File: config.mk
export PLATFORM = sky130hd
export DESIGN_NAME = exe_stage
export DESIGN_NICKNAME = d
export VERILOG_FILES = /design/src/rtl/exe_stage.sv
export SDC_FILE = /design/constraint.sdc
export NUM_CORES = 1
export LEC_CHECK = 0
export BUFFER_PORTS_ARGS = -buffer_cell sky130_fd_sc_hd__buf_4
export CAP_MARGIN = 15
export CORE_MARGIN = 5
export CORE_UTILIZATION = 35
export DETAILED_ROUTE_END_ITERATION = 10
export GPL_ROUTABILITY_DRIVEN = 0
export PLACE_DENSITY = 0.67
export SYNTH_ARGS = -nofsm -noshare
export SYNTH_HDL_FRONTEND = slang
export SYNTH_SLANG_ARGS = --single-unit
File: constraint.sdc
create_clock -name clock -period 4 [get_ports clock]
set_clock_uncertainty 0.15 [all_clocks]
set_input_delay 0.4 -clock clock [delete_from_list [all_inputs] [get_ports clock]]
set_output_delay 0.4 -clock clock [all_outputs]
set_load 0.05 [all_outputs]
File: src/rtl/exe_stage.sv
// Execute stage: drives the external combinational ALU, runs multi-cycle muls,
// and holds one registered result for the memory stage behind a valid/ready handshake.
module exe_stage #(
  parameter int unsigned MUL_LATENCY = 3
) (
  input  logic        clock,
  input  logic        reset,
  input  logic        flush,
  input  logic        dec_valid,
  output logic        dec_ready,
  input  logic [7:0]  dec_instr,
  input  logic [31:0] dec_val1,
  input  logic [31:0] dec_val2,
  input  logic [31:0] dec_sdata,
  input  logic [4:0]  dec_rd,
  output logic [7:0]  alu_instr,
  output logic [31:0] alu_val1,
  output logic [31:0] alu_val2,
  input  logic [31:0] alu_out,
  output logic        mem_valid,
  input  logic        mem_ready,
  output logic [7:0]  mem_instr,
  output logic [31:0] mem_result,
  output logic [31:0] mem_sdata,
  output logic [4:0]  mem_rd,
  output logic        mem_wb_en,
  output logic        br_taken,
  output logic        illegal
);
  localparam logic [7:0]    OP_MUL   = 8'h02;
  localparam int unsigned   CW       = (MUL_LATENCY > 2) ? $clog2(MUL_LATENCY) : 1;
  localparam logic [CW-1:0] CNT_INIT = CW'(MUL_LATENCY - 1);

  typedef enum logic {ST_IDLE, ST_MUL_WAIT} state_t;

  state_t        r_state, w_state_n;
  logic [CW-1:0] r_cnt, w_cnt_n;
  logic [7:0]    r_op_instr, w_op_instr_n;
  logic [31:0]   r_op_val1, w_op_val1_n;
  logic [31:0]   r_op_val2, w_op_val2_n;
  logic [31:0]   r_op_sdata, w_op_sdata_n;
  logic [4:0]    r_op_rd, w_op_rd_n;
  logic          r_mem_valid, w_mem_valid_n;
  logic [7:0]    r_mem_instr, w_mem_instr_n;
  logic [31:0]   r_mem_result, w_mem_result_n;
  logic [31:0]   r_mem_sdata, w_mem_sdata_n;
  logic [4:0]    r_mem_rd, w_mem_rd_n;
  logic          r_mem_wb_en, w_mem_wb_en_n;
  logic          r_br_taken, w_br_taken_n;
  logic          r_illegal, w_illegal_n;

  logic          w_idle, w_out_free, w_accept, w_load;
  logic [31:0]   w_src_sdata;
  logic [4:0]    w_src_rd;
  logic [31:0]   w_dec_result;
  logic          w_dec_wb, w_dec_br, w_dec_ill;

  assign w_idle     = (r_state == ST_IDLE);
  assign w_out_free = !r_mem_valid || mem_ready;
  assign dec_ready  = !flush && w_idle && w_out_free;
  assign w_accept   = dec_valid && dec_ready;

  // The ALU sees decode directly when idle, the latched mul operands while waiting.
  assign alu_instr   = w_idle ? dec_instr : r_op_instr;
  assign alu_val1    = w_idle ? dec_val1  : r_op_val1;
  assign alu_val2    = w_idle ? dec_val2  : r_op_val2;
  assign w_src_sdata = w_idle ? dec_sdata : r_op_sdata;
  assign w_src_rd    = w_idle ? dec_rd    : r_op_rd;

  always_comb begin
    w_dec_result = '0;
    w_dec_wb     = 1'b0;
    w_dec_br     = 1'b0;
    w_dec_ill    = 1'b0;
    case (alu_instr)
      8'h00, 8'h01, 8'h02, 8'h10, 8'h11: begin
        w_dec_result = alu_out;
        w_dec_wb     = 1'b1;
      end
      8'h12, 8'h13: w_dec_result = alu_out;
      8'h30: begin
        w_dec_result = alu_out;
        w_dec_br     = alu_out[0];
      end
      8'h31: begin
        w_dec_result = alu_out;
        w_dec_br     = 1'b1;
      end
      8'h32, 8'h33: begin
      end
      default: w_dec_ill = 1'b1;
    endcase
  end

  always_comb begin
    w_state_n      = r_state;
    w_cnt_n        = r_cnt;
    w_op_instr_n   = r_op_instr;
    w_op_val1_n    = r_op_val1;
    w_op_val2_n    = r_op_val2;
    w_op_sdata_n   = r_op_sdata;
    w_op_rd_n      = r_op_rd;
    w_mem_valid_n  = r_mem_valid && !mem_ready;
    w_mem_instr_n  = r_mem_instr;
    w_mem_result_n = r_mem_result;
    w_mem_sdata_n  = r_mem_sdata;
    w_mem_rd_n     = r_mem_rd;
    w_mem_wb_en_n  = r_mem_wb_en;
    w_br_taken_n   = r_br_taken;
    w_illegal_n    = r_illegal;
    w_load         = 1'b0;

    if (flush) begin
      w_state_n     = ST_IDLE;
      w_cnt_n       = '0;
      w_mem_valid_n = 1'b0;
    end else begin
      case (r_state)
        ST_IDLE: begin
          if (w_accept) begin
            if (dec_instr == OP_MUL) begin
              w_state_n    = ST_MUL_WAIT;
              w_cnt_n      = CNT_INIT;
              w_op_instr_n = dec_instr;
              w_op_val1_n  = dec_val1;
              w_op_val2_n  = dec_val2;
              w_op_sdata_n = dec_sdata;
              w_op_rd_n    = dec_rd;
            end else begin
              w_load = 1'b1;
            end
          end
        end
        ST_MUL_WAIT: begin
          if (r_cnt > CW'(1)) begin
            w_cnt_n = r_cnt - CW'(1);
          end else if (w_out_free) begin
            w_load    = 1'b1;
            w_state_n = ST_IDLE;
            w_cnt_n   = '0;
          end
        end
        default: w_state_n = ST_IDLE;
      endcase
    end

    if (w_load) begin
      w_mem_valid_n  = 1'b1;
      w_mem_instr_n  = alu_instr;
      w_mem_result_n = w_dec_result;
      w_mem_sdata_n  = w_src_sdata;
      w_mem_rd_n     = w_src_rd;
      w_mem_wb_en_n  = w_dec_wb;
      w_br_taken_n   = w_dec_br;
      w_illegal_n    = w_dec_ill;
    end
  end

  always_ff @(posedge clock) begin
    if (reset) begin
      r_state      <= ST_IDLE;
      r_cnt        <= '0;
      r_op_instr   <= '0;
      r_op_val1    <= '0;
      r_op_val2    <= '0;
      r_op_sdata   <= '0;
      r_op_rd      <= '0;
      r_mem_valid  <= 1'b0;
      r_mem_instr  <= '0;
      r_mem_result <= '0;
      r_mem_sdata  <= '0;
      r_mem_rd     <= '0;
      r_mem_wb_en  <= 1'b0;
      r_br_taken   <= 1'b0;
      r_illegal    <= 1'b0;
    end else begin
      r_state      <= w_state_n;
      r_cnt        <= w_cnt_n;
      r_op_instr   <= w_op_instr_n;
      r_op_val1    <= w_op_val1_n;
      r_op_val2    <= w_op_val2_n;
      r_op_sdata   <= w_op_sdata_n;
      r_op_rd      <= w_op_rd_n;
      r_mem_valid  <= w_mem_valid_n;
      r_mem_instr  <= w_mem_instr_n;
      r_mem_result <= w_mem_result_n;
      r_mem_sdata  <= w_mem_sdata_n;
      r_mem_rd     <= w_mem_rd_n;
      r_mem_wb_en  <= w_mem_wb_en_n;
      r_br_taken   <= w_br_taken_n;
      r_illegal    <= w_illegal_n;
    end
  end

  assign mem_valid  = r_mem_valid;
  assign mem_instr  = r_mem_instr;
  assign mem_result = r_mem_result;
  assign mem_sdata  = r_mem_sdata;
  assign mem_rd     = r_mem_rd;
  assign mem_wb_en  = r_mem_wb_en;
  assign br_taken   = r_br_taken;
  assign illegal    = r_illegal;
endmodule

After elaboration in Yosys (flattened, before gate mapping)
Index checks and enable logic that the tools add are counted.
{"block": "word_totals", "elab_cells": 75, "out_inout_bits": 154, "ff_bits": 193}
{"block": "classes", "n_eq_ne": 14, "reduce_logical": 15, "addsub": 1, "muxes": 27, "bitwise_logic": 2, "order_cmp": 1}
{"op": "two-way mux 32 bit", "count": 4}
{"op": "== test 8 x 5 -> 1 bit (second input constant)", "count": 4}
{"op": "== test 8 x 6 -> 1 bit (second input constant)", "count": 4}
{"op": "== test 8 x 2 -> 1 bit (second input constant)", "count": 2}
{"op": "two-way mux 1 bit", "count": 13}
{"op": "OR reduction 11 bit", "count": 1}
{"op": "OR reduction 9 bit", "count": 1}
{"op": "== test 8 x 1 -> 1 bit (second input constant)", "count": 1}
{"op": "logical NOT 8 bit", "count": 1}
{"op": "two-way mux 2 bit", "count": 4}
{"op": "two-way mux 8 bit", "count": 1}
{"op": "case mux 1 bit (2 select lines)", "count": 3}
{"op": "two-way mux 5 bit", "count": 1}
{"op": "OR reduction 5 bit", "count": 1}
{"op": "logical AND 1 bit", "count": 4}
{"op": "!= test 2 x 1 -> 1 bit (second input constant)", "count": 2}
{"op": "case mux 2 bit (2 select lines)", "count": 1}
{"op": "AND reduction 4 bit", "count": 1}
{"op": "logical NOT 1 bit", "count": 3}
{"op": "!= test 3 x 1 -> 1 bit (second input constant)", "count": 1}
{"op": "AND reduction 3 bit", "count": 1}
{"op": "> comparator 2 x 1 -> 1 bit (second input constant)", "count": 1}
{"op": "inverter 1 bit", "count": 2}
{"op": "OR reduction 2 bit", "count": 1}
{"op": "2 further kinds", "count": 2}

Longest topological paths before layout
Gate-level depths: netlist of run 1.
{"block": "logic_depth", "depth_word": 8, "ltp_mapped": 7}

Least setup slack after synthesis of run 1
OpenSTA, ideal clock, no wires.
{"block": "synth_path", "path_kind": "register -> output", "start": "register r_state", "end": "output dec_ready", "required_time_ns": 3.450, "arrival_time_ns": 1.642, "path_stages_with_launch": 6, "n_path_buf": 4, "slack_ns": 1.808, "cell_sequence": "dfxtp_1 -> buf_4 -> buf_2 -> buf_2 -> buf_2 -> nor2_1"}
{"block": "synth_via", "elab_chain_cells": 3}
{"item": "start, declared", "line": "36", "rtl": "state_t r_state, w_state_n;"}
{"item": "start signal, assigned", "line": "177", "rtl": "r_state <= w_state_n;"}
{"item": "inverter 1 bit"}
{"item": "logical AND 1 bit (2 in series)", "line": "60", "rtl": "assign dec_ready = !flush && w_idle && w_out_free;"}
{"item": "end, declared", "line": "10", "rtl": "output logic dec_ready,"}
No other way between the ends.

Final worst setup path of run 1
{"block": "layout_path", "start": "register r_state", "end": "output alu_val1[25]"}
{"block": "layout_via", "elab_chain_cells": 1}
{"item": "two-way mux 32 bit", "line": "65", "rtl": "assign alu_val1 = w_idle ? dec_val1 : r_op_val1;"}
{"item": "end, declared", "line": "17", "rtl": "output logic [31:0] alu_val1,"}
No other way between the ends.

==> run_results.csv, run 1 <==
group,metric,value,unit
run_status,status,"complete, no violations",
yosys,synth_cell_types,47,
cells_and_area,syn_to_final_growth,30.4,%
sta,maxSlewViolCount,0,
sta,whs,0.0830,ns
critical_path,worstSetupPathType,"flip-flop to output port",
cells_and_area,finalCoreUtilization,45.9,%
grt,first_global_vias,8287,
critical_path,cp-start-kind,"flip-flop",
critical_path,critPathTopFamily,"flip-flops",
cts,cts_htree_levels,4,
cells_and_area,num-nets-final,1337,
cts,root_buffer,"clkbuf_16",
cts,clkSinkCount,193,
critical_path,cpPeakStageDelay,0.78,ns
critical_path,cpMostUsedCell,"buf_4",
place,place_area,0.0116,mm2
cts,cts_resized,0,
sta,setup_viol,0,
route,vias,8537,
yosys,synthAdderAreaFrac,0,%
sta,final.period_utilization,72.4,%
route,ant_nets,0,
sta,max_freq,345,MHz
flow_run,maxCapViolations,0,
critical_path,crit_fanout,40,
critical_path,cpMaxStageDelayCell,"dfxtp_4",
floorplan,num_io_pins,300,
yosys,yosysTopAreaCell,"dfxtp_1",
sta,rsz0062_at_grt,"false",
grt,grt.total_usage,18.8,%
pwr,pwr_density_cell,372,mW/mm2
yosys,synth_top_family_by_area,"compound AO/OA/AOI/OAI gates",
sta,fin_crit,2.90,ns
floorplan,coreArea,0.0267,mm2
place,dp_hpwl,19.3,mm
sta,slew-limit-headroom,27.4,%
sta,setup_slack,1.10,ns
yosys,yosys_warnings,0,
route,wl,30.0,mm
floorplan,num_rows,60,
yosys,synth_compound_area_share,29.5,%
yosys,synth_xor_area_share,0,%
grt,grt-ovfl-total,0,
cts,path_clk_slew,0.08,ns
critical_path,cp.required,3.45,ns
yosys,synth_top_area_share,41.2,%
grt,antenna_found_initial,0,
place,place_ws,1.30,ns
floorplan,start_util,35.2,%
place,port-buffer-count,299,
cells_and_area,antenna_cells,0,
grt,grt_max_degree,103,
yosys,async_reset_ff_share,0,%
cts,cts_tree,"built",
sta,fin_tns_setup,0,ns
sta,hold_violations,0,
cts,clk_latency,0.44,ns
route,wl_per_cell,19.4,um
route,vias_per_cell,5.53,
yosys,synth.area.top_cells,"dfxtp_1 41%, a211oi_2 8.8%, mux2_2 8.4%, a21oi_1 5.7%, nand3_1 5.4%",
yosys,synth_flop_cell,"dfxtp_1",
cts,cts-hold-fix-buffers,0,
hold_path,min_path_type,"primary input to flip-flop",
yosys,synth.area.mux_share,12.8,%
yosys,synth_simple_gate_area_share,7.88,%
yosys,synthCells,971,
route,dr.pass1.iters,5,
cts,clock_path_buffers,2,
floorplan,die_h,174,um
critical_path,path_cells,"buf_4, mux2_2, buf_4",
yosys,syn-num-nets,1117,
grt,grt_pass1_wl,47.3,mm
critical_path,path_buf_inv,2,
route,drtIter0Drc,679,
route,drcViolationCount,0,
yosys,synth_edf_count,0,
pwr,ir_drop,186,uV
cts,postCtsSetupBuffers,0,
yosys,synth_area,0.00938,mm2
sta,max_slew.worst_pin.slew,1.09,ns
cts,cts-buffers-inserted,17,
cells_and_area,design_area,0.0122,mm2
cells_and_area,drive_above_1_share,41.9,%
pwr,leakage,4.36,nW
yosys,synth_area_per_cell,9.66,um2
floorplan,die_x,174,um
yosys,ys_seq_area_share,41.2,%
yosys,ys_ff_latch,193,
critical_path,setup.worst_path.end_class,"output port",
critical_path,cp.arrival,2.35,ns
floorplan,dieArea,0.0302,mm2
-- cells in the mapped netlist, drive strengths merged (2+ instances only) --
cell and count:
o21ai 105, clkbuf 52, nor2 3, o2111ai 34, nand2 6, inv 38
nand3 101, nor4 2, o32ai 34, mux2i 40, buf 64, dfxtp 193
and3 7, a21oi 109, nand2b 3, mux2 70, nor3 6, a211oi 90
o211ai 2
-- cell type report --
class	count	area [um2]
well taps	341	427
repair buffers	317	2460
clock inverters	15	171
clock buffers	17	425
inverters	39	146
flip-flops and latches	193	3870
fillers	2590	14400
multi-input cells	623	4730
-- registers in the layout (all words and copies together) (netlist names) --
register,flops
mem_instr,8
mem_sdata,32
mem_result,32
illegal,1
r_op_val1,32
mem_rd,5
r_op_sdata,32
r_cnt,2
r_op_rd,5
mem_valid,1
mem_wb_en,1
r_state,1
br_taken,1
r_op_val2,32
r_op_instr,8
-- logic make-up (layout without fill, tap and decap cells) --
logic type / count (synthesis) / in the layout
compound gates: 380 / 380
mux: 110 / 110
flops: 193 / 193
buf+inv: 155 / 388
simple gates: 133 / 133
-- final timing paths --
check	cells after the start	start	slack, ns	endpoint
hold reg to reg	2	r_op_instr[1]	0.30	r_op_instr[1]
setup reg to reg	5	r_state	1.37	mem_rd[2]
hold / removal	3	dec_sdata[16]	0.08	r_op_sdata[16]
setup / recovery	3	r_state	1.10	alu_val1[25]
-- through the flow --
step / total power (W) / std cells
after floorplan: 0.00253 / 971
after global placement: 0.00284 / 1513
after detailed placement: 0.00284 / 1513
after CTS: 0.00460 / 1545
after global routing: 0.00473 / 1545
final: 0.00455 / 1545
-- worst reg2reg max path, delay by kind of cell (launching register included) --
| family | cells | cell delay, ns |
|---|---|---|
| flops | 1 | 0.78 |
| buf+inv | 1 | 0.64 |
| compound gates | 2 | 0.39 |
| simple gates | 2 | 0.60 |
-- cell usage in the layout, fill, tap and decap left out, types with 2 or more instances in the layout --
master	netlist	routed
o21ai_0	91	91
o2111ai_1	34	34
clkbuf_16	0	17
dfxtp_1	193	192
inv_1	37	37
a21oi_1	107	107
buf_12	0	6
nand2b_1	2	2
and3_1	7	7
inv_8	0	3
buf_4	6	310
o21ai_1	14	14
nand3_1	101	101
inv_6	0	4
clkinv_4	0	4
mux2_2	70	70
a211oi_2	66	66
nor2_2	0	2
clkinv_8	0	2
nor3_4	1	2
nand2_1	4	4
a211oi_1	24	24
nor3_1	4	4
mux2i_1	39	39
o32ai_1	34	34
-- per-layer routing --
metal | track usage (%) | up-vias | part of all wire [%] | routed length, um
li1 | - | 4104 | - | -
met3 | 7.50 | 17 | 9.2 | 2750
met1 | 24.3 | 4124 | 43 | 12900
met4 | 3.96 | 0 | 0.88 | 264
met5 | 0 | - | 0 | 0
met2 | 30.0 | 292 | 47 | 14100
-- where the power goes --
| group | internal (W) | switching (W) | total, W |
|---|---|---|---|
| logic | 0.000289 | 0.000528 | 0.000817 |
| clock network | 0.000895 | 0.000857 | 0.00175 |
| registers | 0.00195 | 0.0000239 | 0.00198 |
Note: power is estimated with default switching activity, not from simulation.
==> run 2: changes to the inputs <==
- ABC_AREA: not set -> 1
- PLACE_DENSITY: 0.67 -> 0.7
- clock period: 4 -> 2.4 ns (I/O delays scaled with it)
==> run 2 against run 1 <==
Against the previous run:
- critical path depth is 1 higher
- design area is 5.4% higher
- die area is 9.4% lower
- synthesized cell count is 19% higher
- worst hold slack worse by 0.014 ns
- largest power group unchanged
- setup slack lost 0.94 ns
- highest routed layer unchanged
- wire length is 15% lower
- via count rose by 3.0%
- power up 70%
- utilization rose by 8.7 points
==> run_results.csv, run 2 <==
group,metric,value,unit
sta,max_freq,448,MHz
sta,fin_tns_setup,0,ns
sta,setup_slack,0.167,ns
pwr,ir_drop,418,uV
yosys,async_reset_ff_share,0,%
yosys,synth.area.top_cells,"dfxtp_1 46%, o21ai_0 16%, a21oi_1 6.6%, nand2_1 6.3%, inv_1 5.8%",
yosys,yosysMostFrequentCell,"o21ai_0",
pwr,pwr_density_cell,600,mW/mm2
route,dr.pass1.iters,5,
yosys,synth_area,0.00845,mm2
floorplan,start_util,35.8,%
critical_path,crit_fanout,102,
cts,cts-buffers-inserted,17,
yosys,ys_ff_latch,193,
place,place_ws,0.262,ns
cells_and_area,seq_area,0.00387,mm2
yosys,synth_area_per_cell,7.34,um2
yosys,syn-num-nets,1297,
cells_and_area,num-nets-final,1682,
route,drtIter0Drc,446,
place,dp_hpwl,16.8,mm
yosys,synth_flop_cell,"dfxtp_1",
route,drcViolationCount,0,
sta,fin_crit,2.23,ns
grt,grt_max_degree,104,
route,wl,25.6,mm
route,vias,8791,
route,vias_per_cell,4.71,
grt,grt-ovfl-total,0,
cts,root_buffer,"clkbuf_16",
yosys,synthCells,1151,
yosys,ys_seq_area_share,45.7,%
route,wl_per_cell,13.7,um
pwr,p_total,0.00773,W
yosys,synth_top_area_share,45.7,%
floorplan,num_rows,56,
sta,maxSlewViolCount,0,
yosys,yosysTopAreaCell,"dfxtp_1",
cts,postCtsSetupBuffers,0,
cts,cts_htree_levels,4,
hold_path,min_from,"dec_instr[7]",
cells_and_area,finalCoreUtilization,54.6,%
cells_and_area,syn_to_final_growth,52.6,%
cells_and_area,final_common_cell,"buf_4",
sta,max_slew.worst_pin.slew,0.554,ns
critical_path,timing.rr.start,"r_state",
critical_path,setup.worst_path.end_class,"output port",
critical_path,crit_start,"r_state",
floorplan,coreArea,0.0236,mm2
sta,setup_viol,0,
cts,clock_path_buffers,2,
grt,grt.total_usage,17.8,%
cells_and_area,nFillCells,2112,
sta,hold_violations,0,
critical_path,cp.required,2.01,ns
sta,final.period_utilization,93.0,%
cells_and_area,final_cell_mix,"305 x buf_4, 262 x o21ai_0, 192 x dfxtp_1",
place,port-buffer-count,299,
pwr,leakage,5.71,nW
cells_and_area,antenna_cells,0,
floorplan,dieArea,0.0273,mm2
floorplan,num_io_pins,300,
yosys,synth_cell_types,25,
cells_and_area,drive_above_1_share,28.1,%
yosys,yosys_warnings,0,
yosys,synth_edf_count,0,
yosys,synth_common_cells,"262 x o21ai_0, 193 x dfxtp_1, 142 x nand2_1",
run_status,status,"complete, no violations",
route,ant_nets,0,
flow_run,maxCapViolations,0,
grt,first_global_vias,8280,
grt,antenna_found_initial,0,
grt,grt_pass1_wl,39.9,mm
floorplan,die_h,165,um
critical_path,cp.arrival,1.84,ns
critical_path,worstSetupPathType,"flip-flop to output port",
sta,slew-limit-headroom,63.1,%
cts,path_clk_slew,0.08,ns
critical_path,cp-start-kind,"flip-flop",
cells_and_area,multiInputGateArea,0.00360,mm2
hold_path,min_path_type,"primary input to flip-flop",
cts,clkSinkCount,193,
cts,clk_latency,0.42,ns
floorplan,die_x,165,um
sta,rsz0062_at_grt,"false",
cts,cts_tree,"built",
run 2: changes by cell type in the layout (fill, tap and decap cells not counted), moves of 39 or more:
cell / before / now
dlygate4sd3_1: 0 / 135
inv_1: 37 / 130
a211oi_2: 66 / 0
nand3_1: 101 / 8
nor2_1: 1 / 99
nand2_2: 1 / 46
mux2_2: 70 / 0
nand2_1: 4 / 142
o21ai_0: 91 / 262
mux2i_1: 39 / 0
run 2: per-layer routing:
layer | part of all wire [%] | vias up | wire [um] | GRT usage [%]
met4 | 1.9 | 0 | 480 | 5.74
met1 | 42 | 3977 | 10900 | 21.5
met2 | 48 | 285 | 12400 | 30.8
met3 | 7.4 | 34 | 1890 | 4.84
li1 | - | 4495 | - | -
met5 | 0 | - | 0 | 0
run 2: final timing paths:
| kind | to | slack (ns) | depth (start not counted) |
|---|---|---|---|
| hold reg to reg | r_op_instr[3] | 0.30 | 2 |
| setup / recovery | alu_val1[18] | 0.17 | 4 |
| setup reg to reg | r_op_val1[8] | 0.27 | 8 |
| hold / removal | mem_instr[7] | 0.07 | 5 |
run 2: kinds of logic (layout without fill, tap and decap cells):
logic type	Yosys count	after routing	synth area share (%)
AO/OA/AOI/OAI	427	427	26.7
buffers and inverters	221	618	11.7
flip-flops	193	193	45.7
AND/OR/NAND/NOR	310	310	15.9
run 2: what timing repair did:
action / CTS / global route
resized for setup: 2 / 5
endpoints found under the setup margin: 64 / 42
hold endpoints to repair: 146 / 0
gates cloned: 0 / 0
hold buffers: 135 / 0
run 2: stage by stage:
stage | instances | hold slack [ns] | instance area (um2)
floorplan | 1151 | 0.226 | 8450
global placement | 1701 | 0.284 | 10900
detailed placement | 1701 | 0.292 | 10900
CTS | 1867 | 0.0437 | 12900
global route | 1867 | 0.0711 | 12900
finish | 1867 | 0.0689 | 12900
run 2: critical path, stage by stage, from the launching register on:
cell,delay [ns]
dfxtp_4,0.47
buf_8,0.41
nand2_1,0.11
o21ai_0,0.09
buf_4,0.23
run 2: final cells by class:
| cell class | count | area share [%] |
|---|---|---|
| clock buffers | 17 | 3.30 |
| well taps | 319 | 3.10 |
| clock inverters | 14 | 1.52 |
| repair buffers | 453 | 30.2 |
| flip-flops and latches | 193 | 30.0 |
| multi-input cells | 737 | 27.9 |
| inverters | 134 | 3.96 |
run 2: report_power, final:
part           internal [W]  switching (W)  total [W]
sequential          0.00327      0.0000376    0.00331
clock               0.00160        0.00139    0.00299
combinational      0.000572       0.000865    0.00144
total               0.00544        0.00230    0.00773
==> run 3: changes to the inputs <==
- ABC_AREA: 1 -> not set
- CAP_MARGIN: 15 -> 20
- PLACE_DENSITY: 0.7 -> 0.69
==> run 3 against run 2 <==
Against the previous run:
- non-clock buffer count shrank 1
- clock-buffer cell count grew 2
- sequential power is essentially flat
- critical path type unchanged
- die area grew 10%
- cell count shrank 10%
- first-iteration DRC count grew 64%
- fmax shrank 4.1%
- power grew 1.9%
- via count grew 4.7%
- flip-flop and latch count is the same
- worst hold slack lost 0.043 ns
- utilization shrank 3.4 points
==> run_results.csv, run 3 (synthesized netlist as in run 1, its figures left out) <==
group,metric,value,unit
run_status,status,"complete, no violations",
critical_path,crit_fanout,35,
critical_path,cp.arrival,1.94,ns
sta,fin_tns_setup,0,ns
critical_path,r2r-end,"mem_instr[4]",
grt,use_met2,33.2,%
grt,met1_usage,24.9,%
pwr,seqPwrFrac,41.8,%
hold_path,min_delay_worst_endpoint,"mem_result[31]",
cells_and_area,finalCoreUtilization,51.2,%
sta,final.period_utilization,97.0,%
grt,grt-ovfl-total,0,
route,drcViolationCount,0,
cells_and_area,drive_above_1_share,37.9,%
sta,fin_crit,2.33,ns
sta,hold_violations,0,
critical_path,cp-start-kind,"flip-flop",
route,wl,31.5,mm
cts,clkSinkCount,193,
route,dr.pass1.iters,4,
cts,path_clk_slew,0.07,ns
sta,rsz0062_at_grt,"true",
cts,clock_path_buffers,2,
critical_path,cp.required,2.01,ns
grt,grt.total_usage,20.0,%
pwr,switching_share,29.9,%
sta,setup_slack,0.0726,ns
route,drtIter0Drc,733,
sta,slew-limit-headroom,36.9,%
cells_and_area,design_area,0.0137,mm2
cells_and_area,final_common_cell,"buf_4",
pwr,p_int,0.00552,W
critical_path,timing.rr.start,"r_state",
place,dp_hpwl,19.0,mm
pwr,pwr_density_cell,577,mW/mm2
sta,setup_viol,0,
pwr,p_clk_share,38.5,%
cells_and_area,syn_to_final_growth,45.5,%
place,place_ws,0.325,ns
hold_path,hold_path_depth,3,
route,vias,9203,
cts,cts_htree_levels,4,
grt,grt_pass1_wl,50.5,mm
route,vias_per_cell,5.48,
hold_path,min_from,"alu_out[31]",
cts,cts-buffers-inserted,17,
critical_path,worstSetupPathType,"flip-flop to output port",
sta,maxSlewViolCount,0,
pwr,power_frac_comb,19.7,%
grt,grt.met3_usage,6.78,%
floorplan,num_rows,60,
cells_and_area,antenna_cells,0,
floorplan,die_h,174,um
floorplan,start_util,35.2,%
floorplan,die_x,174,um
route,wl_per_cell,18.8,um
grt,busiest_layer,"met2",
critical_path,setup.worst_path.end_class,"output port",
route,ant_nets,0,
critical_path,r2r.worst_path.cells,5,
place,port-buffer-count,299,
cts,cts_tree,"built",
grt,grt_max_degree,181,
hold_path,min_path_type,"primary input to flip-flop",
cells_and_area,final_cell_mix,"310 x buf_4, 192 x dfxtp_1, 131 x dlygate4sd3_1",
place,place_area,0.0117,mm2
pwr,leakage,4.95,nW
floorplan,num_io_pins,300,
pwr,ir_drop,450,uV
sta,max_slew.worst_pin.slew,0.946,ns
critical_path,rrSetupSlack,0.32,ns
cts,root_buffer,"clkbuf_16",
pwr,p_total,0.00788,W
grt,first_global_vias,9074,
flow_run,maxCapViolations,0,
pwr,p_switching,0.00235,W
cells_and_area,num-nets-final,1472,
floorplan,dieArea,0.0302,mm2
sta,max_freq,430,MHz
floorplan,coreArea,0.0267,mm2
grt,antenna_found_initial,1,
cts,clk_latency,0.42,ns
-- run 3: changes by cell type in the layout (fill, tap and decap cells not counted), sizes merged, moves of 34 or more --
cell	change
o32ai	+34
nand3	+93
mux2	+70
mux2i	+40
nor2	-98
a211oi	+90
inv	-96
nand2	-184
o2111ai	+34
o21ai	-179
-- run 3: what timing repair did --
| action | 4_1_cts | 5_1_grt |
|---|---|---|
| gates resized for setup | 1 | 3 |
| endpoints found under the setup margin | 33 | 22 |
| cloned | 0 | 0 |
| setup buffers | 0 | 0 |
| pin swaps | 0 | 0 |
| hold buffers | 130 | 1 |
| endpoints found under the hold margin | 130 | 1 |
-- run 3: worst max-delay path, stage by stage (launching register included) --
cell,delay (ns)
dfxtp_4,0.53
buf_6,0.36
mux2_2,0.40
buf_4,0.19
-- run 3: per-layer routing --
layer  wire length [um]  vias to the layer above  part of all wire, %
li1                   -                     4378                    -
met4                637                        2                  2.0
met5                  7                        -                0.022
met1              13200                     4467                   42
met2              15200                      309                   48
met3               2460                       47                  7.8
-- run 3: how the worst max path moves through the flow --
stage | start | to | slack (ns)
6_report | r_state | alu_val1[4] | 0.07
5_1_grt | r_state | alu_val1[4] | -0.001
4_1_cts | r_state | alu_val1[8] | 0.009
3_5_place_dp | r_state | mem_instr[4] | 0.32
3_3_place_gp | r_state | mem_sdata[22] | 0.36
2_1_floorplan | r_state | dec_ready | 0.37
-- run 3: power by group through the flow --
stage,clock network (W),logic [W],registers (W)
final,0.00303,0.00155,0.00330
after global routing,0.00324,0.00163,0.00330
after CTS,0.00311,0.00154,0.00330
after detailed placement,0,0.00137,0.00337
after global placement,0,0.00136,0.00337
after floorplan,0,0.000652,0.00356
-- run 3: cell type report --
cell class	count	area (um2)
timing repair buffer	452	3850
clock inverter	13	170
clock buffer	19	453
sequential	193	3870
fill	2342	13000
tap	341	427
multi-input combinational	623	4740
inverter	39	146
-- run 3: stage by stage --
step | std cells | hold WS, ns
floorplan | 971 | 0.242
global placement | 1517 | 0.288
detailed placement | 1517 | 0.303
CTS | 1679 | 0.00318
global route | 1680 | 0.0186
finish | 1680 | 0.0258
